$ cat src/rtl/lsu_ctrl.sv
// Load/store initiator for the MEM stage: turns one pipeline memory request into
// data-memory accesses, with sub-word stores done as read-modify-write.
module lsu_ctrl #(
  parameter int unsigned DMEM_ADDR_WIDTH = 12,
  parameter int unsigned CHECK_ALIGN     = 1
) (
  input  logic        clk,
  input  logic        rst,
  input  logic        req_valid,
  output logic        req_ready,
  input  logic        req_we,
  input  logic [1:0]  req_size,
  input  logic        req_signed,
  input  logic [31:0] req_addr,
  input  logic [31:0] req_wdata,
  output logic        resp_valid,
  output logic [31:0] resp_rdata,
  output logic [1:0]  resp_err,
  output logic        mem_we,
  output logic [1:0]  mem_memlen,
  output logic [31:0] mem_daddr,
  output logic [31:0] mem_wdata,
  input  logic [31:0] mem_rdata
);

  localparam logic [1:0] SZ_WORD = 2'b00;
  localparam logic [1:0] SZ_BYTE = 2'b01;
  localparam logic [1:0] SZ_HALF = 2'b10;
  localparam logic [1:0] SZ_ILL  = 2'b11;
  localparam bit         ALIGN_EN = (CHECK_ALIGN != 0);

  typedef enum logic [2:0] {
    IDLE   = 3'd0,
    LOAD   = 3'd1,
    RMW_RD = 3'd2,
    WRITE  = 3'd3,
    RESP   = 3'd4
  } state_t;

  state_t state, state_next;

  logic [31:0] addr_q;
  logic [1:0]  size_q;
  logic        we_q;
  logic        signed_q;
  logic [31:0] wdata_q;
  logic [1:0]  err_q;
  logic [31:0] old_q;

  logic        accept;
  logic        misalign_c;
  logic        range_c;
  logic [1:0]  err_c;
  logic [31:0] load_ext_c;
  logic [31:0] merge_c;

  logic        resp_valid_next;
  logic [31:0] resp_rdata_next;
  logic [1:0]  resp_err_next;

  assign req_ready = (state == IDLE) && !rst;
  assign accept    = req_valid && req_ready;
  assign mem_we    = (state == WRITE) && !rst;

  // Error classification of the incoming request, evaluated at acceptance.
  always_comb begin
    misalign_c = 1'b0;
    range_c    = (req_addr >> DMEM_ADDR_WIDTH) != 32'd0;
    case (req_size)
      SZ_ILL:  misalign_c = 1'b1;
      SZ_HALF: misalign_c = ALIGN_EN && req_addr[0];
      SZ_WORD: misalign_c = ALIGN_EN && (req_addr[1:0] != 2'b00);
      default: misalign_c = 1'b0;
    endcase
    err_c = {range_c, misalign_c};
  end

  // Load extension of the memory word and sub-word store merge.
  always_comb begin
    case (size_q)
      SZ_BYTE: load_ext_c = {{24{signed_q & mem_rdata[7]}}, mem_rdata[7:0]};
      SZ_HALF: load_ext_c = {{16{signed_q & mem_rdata[15]}}, mem_rdata[15:0]};
      default: load_ext_c = mem_rdata;
    endcase
    case (size_q)
      SZ_BYTE: merge_c = {old_q[31:8], wdata_q[7:0]};
      SZ_HALF: merge_c = {old_q[31:16], wdata_q[15:0]};
      default: merge_c = wdata_q;
    endcase
  end

  // Next-state, memory-side drive and next response values.
  always_comb begin
    state_next      = state;
    resp_valid_next = 1'b0;
    resp_rdata_next = resp_rdata;
    resp_err_next   = resp_err;
    mem_daddr       = 32'd0;
    mem_memlen      = SZ_WORD;
    mem_wdata       = 32'd0;
    case (state)
      IDLE: begin
        if (accept) begin
          if (err_c != 2'b00) begin
            state_next      = RESP;
            resp_valid_next = 1'b1;
            resp_rdata_next = 32'd0;
            resp_err_next   = err_c;
          end else if (!req_we) begin
            state_next = LOAD;
          end else if (req_size == SZ_WORD) begin
            state_next = WRITE;
          end else begin
            state_next = RMW_RD;
          end
        end
      end
      LOAD: begin
        mem_daddr       = addr_q;
        mem_memlen      = size_q;
        state_next      = RESP;
        resp_valid_next = 1'b1;
        resp_rdata_next = load_ext_c;
        resp_err_next   = err_q;
      end
      RMW_RD: begin
        mem_daddr  = addr_q;
        mem_memlen = SZ_WORD;
        state_next = WRITE;
      end
      WRITE: begin
        mem_daddr       = addr_q;
        mem_memlen      = SZ_WORD;
        mem_wdata       = merge_c;
        state_next      = RESP;
        resp_valid_next = 1'b1;
        resp_rdata_next = 32'd0;
        resp_err_next   = err_q;
      end
      RESP: begin
        state_next = IDLE;
      end
      default: begin
        state_next = IDLE;
      end
    endcase
  end

  // State, request capture and response registers.
  always_ff @(posedge clk) begin
    if (rst) begin
      state      <= IDLE;
      addr_q     <= 32'd0;
      size_q     <= SZ_WORD;
      we_q       <= 1'b0;
      signed_q   <= 1'b0;
      wdata_q    <= 32'd0;
      err_q      <= 2'b00;
      old_q      <= 32'd0;
      resp_valid <= 1'b0;
      resp_rdata <= 32'd0;
      resp_err   <= 2'b00;
    end else begin
      state      <= state_next;
      resp_valid <= resp_valid_next;
      resp_rdata <= resp_rdata_next;
      resp_err   <= resp_err_next;
      if (accept) begin
        addr_q   <= req_addr;
        size_q   <= req_size;
        we_q     <= req_we;
        signed_q <= req_signed;
        wdata_q  <= req_wdata;
        err_q    <= err_c;
      end
      if (state == RMW_RD) begin
        old_q <= mem_rdata;
      end
    end
  end

  // we_q is kept for observability of the captured request; fold it in so it is not dangling.
  logic unused_ok;
  assign unused_ok = we_q;

endmodule

$ cat config.mk
export PLATFORM = sky130hd
export DESIGN_NAME = lsu_ctrl
export DESIGN_NICKNAME = d
export VERILOG_FILES = /design/src/rtl/lsu_ctrl.sv
export SDC_FILE = /design/constraint.sdc
export NUM_CORES = 1
export LEC_CHECK = 0
export CAP_MARGIN = 10
export CELL_PAD_IN_SITES_DETAIL_PLACEMENT = 0
export CELL_PAD_IN_SITES_GLOBAL_PLACEMENT = 1
export CORE_MARGIN = 2
export CORE_UTILIZATION = 32
export DETAILED_ROUTE_END_ITERATION = 8
export HOLD_SLACK_MARGIN = 0.05
export PLACE_DENSITY = 0.81
export SETUP_SLACK_MARGIN = 0.15
export SLEW_MARGIN = 20
export SYNTH_ARGS = -nofsm -noshare
export SYNTH_HDL_FRONTEND = slang
export SYNTH_SLANG_ARGS = --single-unit
$ cat constraint.sdc
create_clock -name clk -period 2.6 [get_ports clk]
set_clock_uncertainty 0.05 [all_clocks]
set_input_delay 0.78 -clock clk [delete_from_list [all_inputs] [get_ports clk]]
set_output_delay 0.78 -clock clk [all_outputs]
set_load 0.01 [all_outputs]
# --- Word-level counts from Yosys, hierarchy flattened ---
# Cells that the tools add are included.
totals:
  elab_cells: 56
  mem_count: 0
  latchBits: 0
  ram_bits: 0
  reg_bits: 139
  out_inout_bits: 103
  inputBits: 103
  mem_bits_ro: 0
op_classes:
  add_sub_neg: 0
  n_div: 0
  n_eq_ne: 9
  n_mux: 20
  bitwise_logic: 2
  n_mul: 0
  order_cmp: 0
  shift: 0
  n_reduce_logical: 15
ops:
  columns: ["cell", "n"]
  rows:
  - ["$mux W32", 4]
  - ["$pmux W32 S2", 2]
  - ["$pmux W32 S3", 1]
  - ["$reduce_bool A32 Y1", 1]
  - ["$pmux W3 S3", 1]
  - ["$mux W2", 4]
  - ["$eq A2 B2 Y1 const B", 3]
  - ["$eq A3 B2 Y1 const B", 2]
  - ["$mux W3", 2]
  - ["$reduce_and A3 Y1", 2]
  - ["$reduce_bool A2 Y1", 3]
  - ["$pmux W2 S2", 1]
  - ["$eq A3 B1 Y1 const B", 1]
  - ["$logic_and A1 B1 Y1", 3]
  - ["$logic_not A3 Y1", 1]
  - ["$mux W1", 3]
  - ["$pmux W1 S3", 1]
  - ["$reduce_bool A3 Y1", 1]
  - ["$reduce_or A3 Y1", 1]
  - ["$and A1 B1 Y1", 2]
  - ["$eq A2 B1 Y1 const B", 1]
  - ["$logic_not A2 Y1", 1]
  - ["$ne A2 B1 Y1 const B", 1]
  - ["$ne A2 B2 Y1 const B", 1]
  - ["3 further kinds", 3]

# --- Logic depth before layout (Yosys ltp) ---
depth:
  ltp_word: 6
  mapped_depth: 8
  depth_no_buf: 6

# --- Worst setup path after synthesis ---
# Ideal clock, no wire load.
synth_timing:
  kind: "register -> output"
  startpoint: "register size_q[0]"
  endpoint: "output port mem_wdata[21]"
  t_required_ns: 1.770
  path_stages_with_launch: 8
  n_path_buf: 2
  path_slack_ns: 0.017
  arrival_time_ns: 1.753
  cell_sequence: "dfxtp_1 > inv_1 > ha_1 > clkbuf_1 > nor2_1 > clkbuf_1 > a22oi_1 > nor2_1"
synth_between:
  elab_chain_cells: 3
  elab_cells_between_ends: 4
  classes_between: "2 x eq/ne; 2 x mux"
synth_rtl:
  columns: ["item", "line", "rtl"]
  rows:
  - ["start, declared", "43", "logic [1:0] size_q;"]
  - ["start signal, assigned", "170", "size_q <= req_size;"]
  - ["$eq A2 B2 Y1 or $eq A2 B1 Y1 (tied branches)", "85", "case (size_q)"]
  - ["$pmux W32 S2 *", "85", null]
  - ["$mux W32 *", "101", "case (state)"]
  - ["end, declared", "22", "output logic [31:0] mem_wdata,"]
# Mark *: on every way between the ends. The rest lies on a longest branch, timed or not.

# --- Worst setup path in the final report ---
layout_timing:
  startpoint: "register size_q[0]"
  endpoint: "output port mem_wdata[31]"
# Same word-level chain as after synthesis.

==> flow_summary.toml <==
[floorplan]
start_util_pct = 32.69
io_pins = 206
chipWidth_um = 136.9
num_rows = 48
core_area_mm2 = 0.01730
die_y_um = 136.9
die_area_mm2 = 0.01875

[layout]
multi_input_area_mm2 = 0.002959
final_cell_mix = "nand2_1 (192), clkdlybuf4s50_1 (136), dfxtp_1 (127), nand3b_1 (66), buf_6 (41)"
nets = 1032
ff_latch_area_mm2 = 0.002628
area_growth_pct = 61.12
drive_gt1_share_pct = 23.83
fin_cells = 1166
fillerInstances = 1662
layout.cells.most_common = "nand2_1"

[global_route]
track_usage_pct = 19.89
grt_pass1_vias = 5348
grt_pass1_wl_mm = 28.90
gr-total-overflow = 0
grt_max_degree = 72
grt_antenna_before_repair = 0

[pwr]
ir_drop_mv = 0.4492
netSwitchingFraction_pct = 23.52
p_int_mw = 3.973
p_leak_nw = 3.762
pwr-share-clk_pct = 47.4
power.density_mw_per_mm2 = 570.2
net-switching-power_mw = 1.222
power_frac_comb_pct = 11.2
seqPwrFrac_pct = 41.3

[synth]
synth_nets = 811
yosys_warnings = 0
avgSynthCellArea_um2 = 8.009
synth-seq-cells = 131
synth.distinct_cells = 37
ys_seq_area_share_pct = 46.38
async_flop_share_pct = 0
netlist_area_mm2 = 0.005654
synth_ff_type = "dfxtp_1"
synthCells = 706
synth-edff-count = 0

[setup_path]
cp.arrival_ps = 1760
crit_chain = "buf_4 -> ha_4 -> nor2_4 -> nor2_4 -> buf_16 -> a22oi_1 -> nor2_1 -> buf_2"
crit_path_start_kind = "flip-flop"
reg2reg_from = "state[2]"
crit_slowest_cell = "dfxtp_2"
required_ps = 1770
cp_max_fo = 7
path_common_cell = "nor2_4"
crit_start = "size_q[0]"
crit_path_end_kind = "output port"
path_class = "reg -> out"
max_stage_delay_ps = 330

[clocking]
cts_hold_buf = 0
root_buffer = "clkbuf_16"
cts_buffer_depth = 2
numClockSinks = 131
clkLatencyLatePin_ps = 410
tritoncts = "yes"
clkTransAtPathRegs_ps = 60
cts-buffers-inserted = 17
ctsHtreeMaxLevel = 4

[run_status]
status = "finished, final reports clean"

[timing]
setup_viol = 0
final_max_slew_viol_count = 0
rsz0062_at_grt = "true"
slew_headroom_pct = 62.85
finalCriticalPeriod_ps = 2585
hold_viol = 0
fin_crit_sh_pct = 99.44
tightest_slew_ps = 557.2
fin_tns_setup_ps = 0
fmax_mhz = 386.8
worst_slack_ps = 14.52

[route]
wl_per_cell_um = 16.20
ant_nets = 0
routed_wl_mm = 18.89
drc = 0
drt_iter0_markers = 323
viasPerCell = 4.787
vias = 5582
first_pass_iters = 5

[placement]
place_congestion = 0.8374
dpl_worst_slack_ps = -185.9
post-place-cells = 1117
dp_hpwl_mm = 12.66
portBuffers = 205

[min_path]
holdCritStartpoint = "old_q[8]"
hold_class = "reg -> reg"

[run]
cap_violations = 0
cell families (layout without fill, tap and decap cells):
| kind of cell | after synthesis | count (layout) | synth area share, % |
|---|---|---|---|
| other | 0 | 1 | 0 |
| adders and majority gates | 2 | 2 | 0.4425 |
| buffers and inverters | 69 | 303 | 5.222 |
| DFF | 131 | 131 | 46.38 |
| and+or+nand+nor | 384 | 384 | 34.41 |
| AOI/OAI and AO/OA | 120 | 120 | 13.54 |
cell type report:
cell class	instances	share of cell area, %
multi-input cells	506	32.48
flip-flops and latches	131	28.84
repair buffers	259	28.35
clock buffers	20	5.013
well taps	225	3.090
clock inverters	12	1.703
inverters	12	0.4944
diodes	1	0.02747
worst max-delay path, delay by kind of cell (launching register included):
family | cells | cell delay, ps
buffers and inverters | 3 | 430
AND/OR/NAND/NOR | 3 | 380
flip-flops | 1 | 330
adder cells (fa/ha/maj) | 1 | 140
AO/OA/AOI/OAI | 1 | 60
path summary, 6_finish.rpt:
| kind | to | cells after the start | slack [ps] |
|---|---|---|---|
| worst max register to register | resp_rdata[26] | 6 | 550 |
| worst min-delay path | old_q[8] | 2 | 410 |
| worst min register to register | old_q[8] | 2 | 410 |
| worst max-delay path | mem_wdata[31] | 8 | 10 |
metrics by stage:
stage | cell area (µm²) | utilization (%) | hold WS (ps) | total power, mW
final | 9110 | 52.67 | 405.0 | 5.195
after global routing | 9107 | 52.65 | 426.2 | 5.401
after CTS | 8761 | 50.65 | 404.2 | 5.234
after detailed placement | 8104 | 46.85 | 396.3 | 2.707
after global placement | 8104 | 46.85 | 392.2 | 2.704
after floorplan | 5659 | - | 386.0 | 2.413
synth_stat cells (8+ instances only):
cell type  instances  share of area, %
nand2_1          194                13
o21ai_0           22               1.9
nand2b_1          27               3.0
nand3b_1          66               8.8
o32ai_1            8               1.2
inv_1             12              0.80
dfxtp_1          131                46
and2_1            33               3.7
clkbuf_1          45               3.0
a22oi_1           24               3.2
and3_1             9               1.0
nor2_1            34               2.3
o21ai_1           12               1.1
o21ai_2           10               1.5
a21oi_1           34               3.0
sequential cells by signal, summed over array words and instances (netlist names):
register / cells
resp_rdata: 32
err_q: 2
size_q: 2
addr_q: 32
old_q: 24
state: 3
resp_valid: 1
signed_q: 1
wdata_q: 32
resp_err: 2
metal layers:
metal / track usage, % / vias up / wire length [µm]
li1: - / 2810 / -
met1: 27.61 / 2576 / 8686
met2: 30.04 / 167 / 8711
met3: 4.630 / 29 / 1173
met4: 7.216 / 0 / 320
met5: 0 / - / 0
power groups by stage:
stage | clock network, mW | registers [mW] | logic (mW)
2_1_floorplan | 0 | 2.17 | 0.245
3_3_place_gp | 0 | 2.18 | 0.524
3_5_place_dp | 0 | 2.18 | 0.526
4_1_cts | 2.52 | 2.14 | 0.574
5_1_grt | 2.61 | 2.16 | 0.637
6_report | 2.46 | 2.15 | 0.583
what timing repair did:
item	in CTS	in global routing
buffers inserted	8	2
gates cloned	3	3
pin swaps	6	40
setup endpoints to repair	68	60
resized for setup	265	96
No activity file was read; power rests on OpenSTA's default activity.
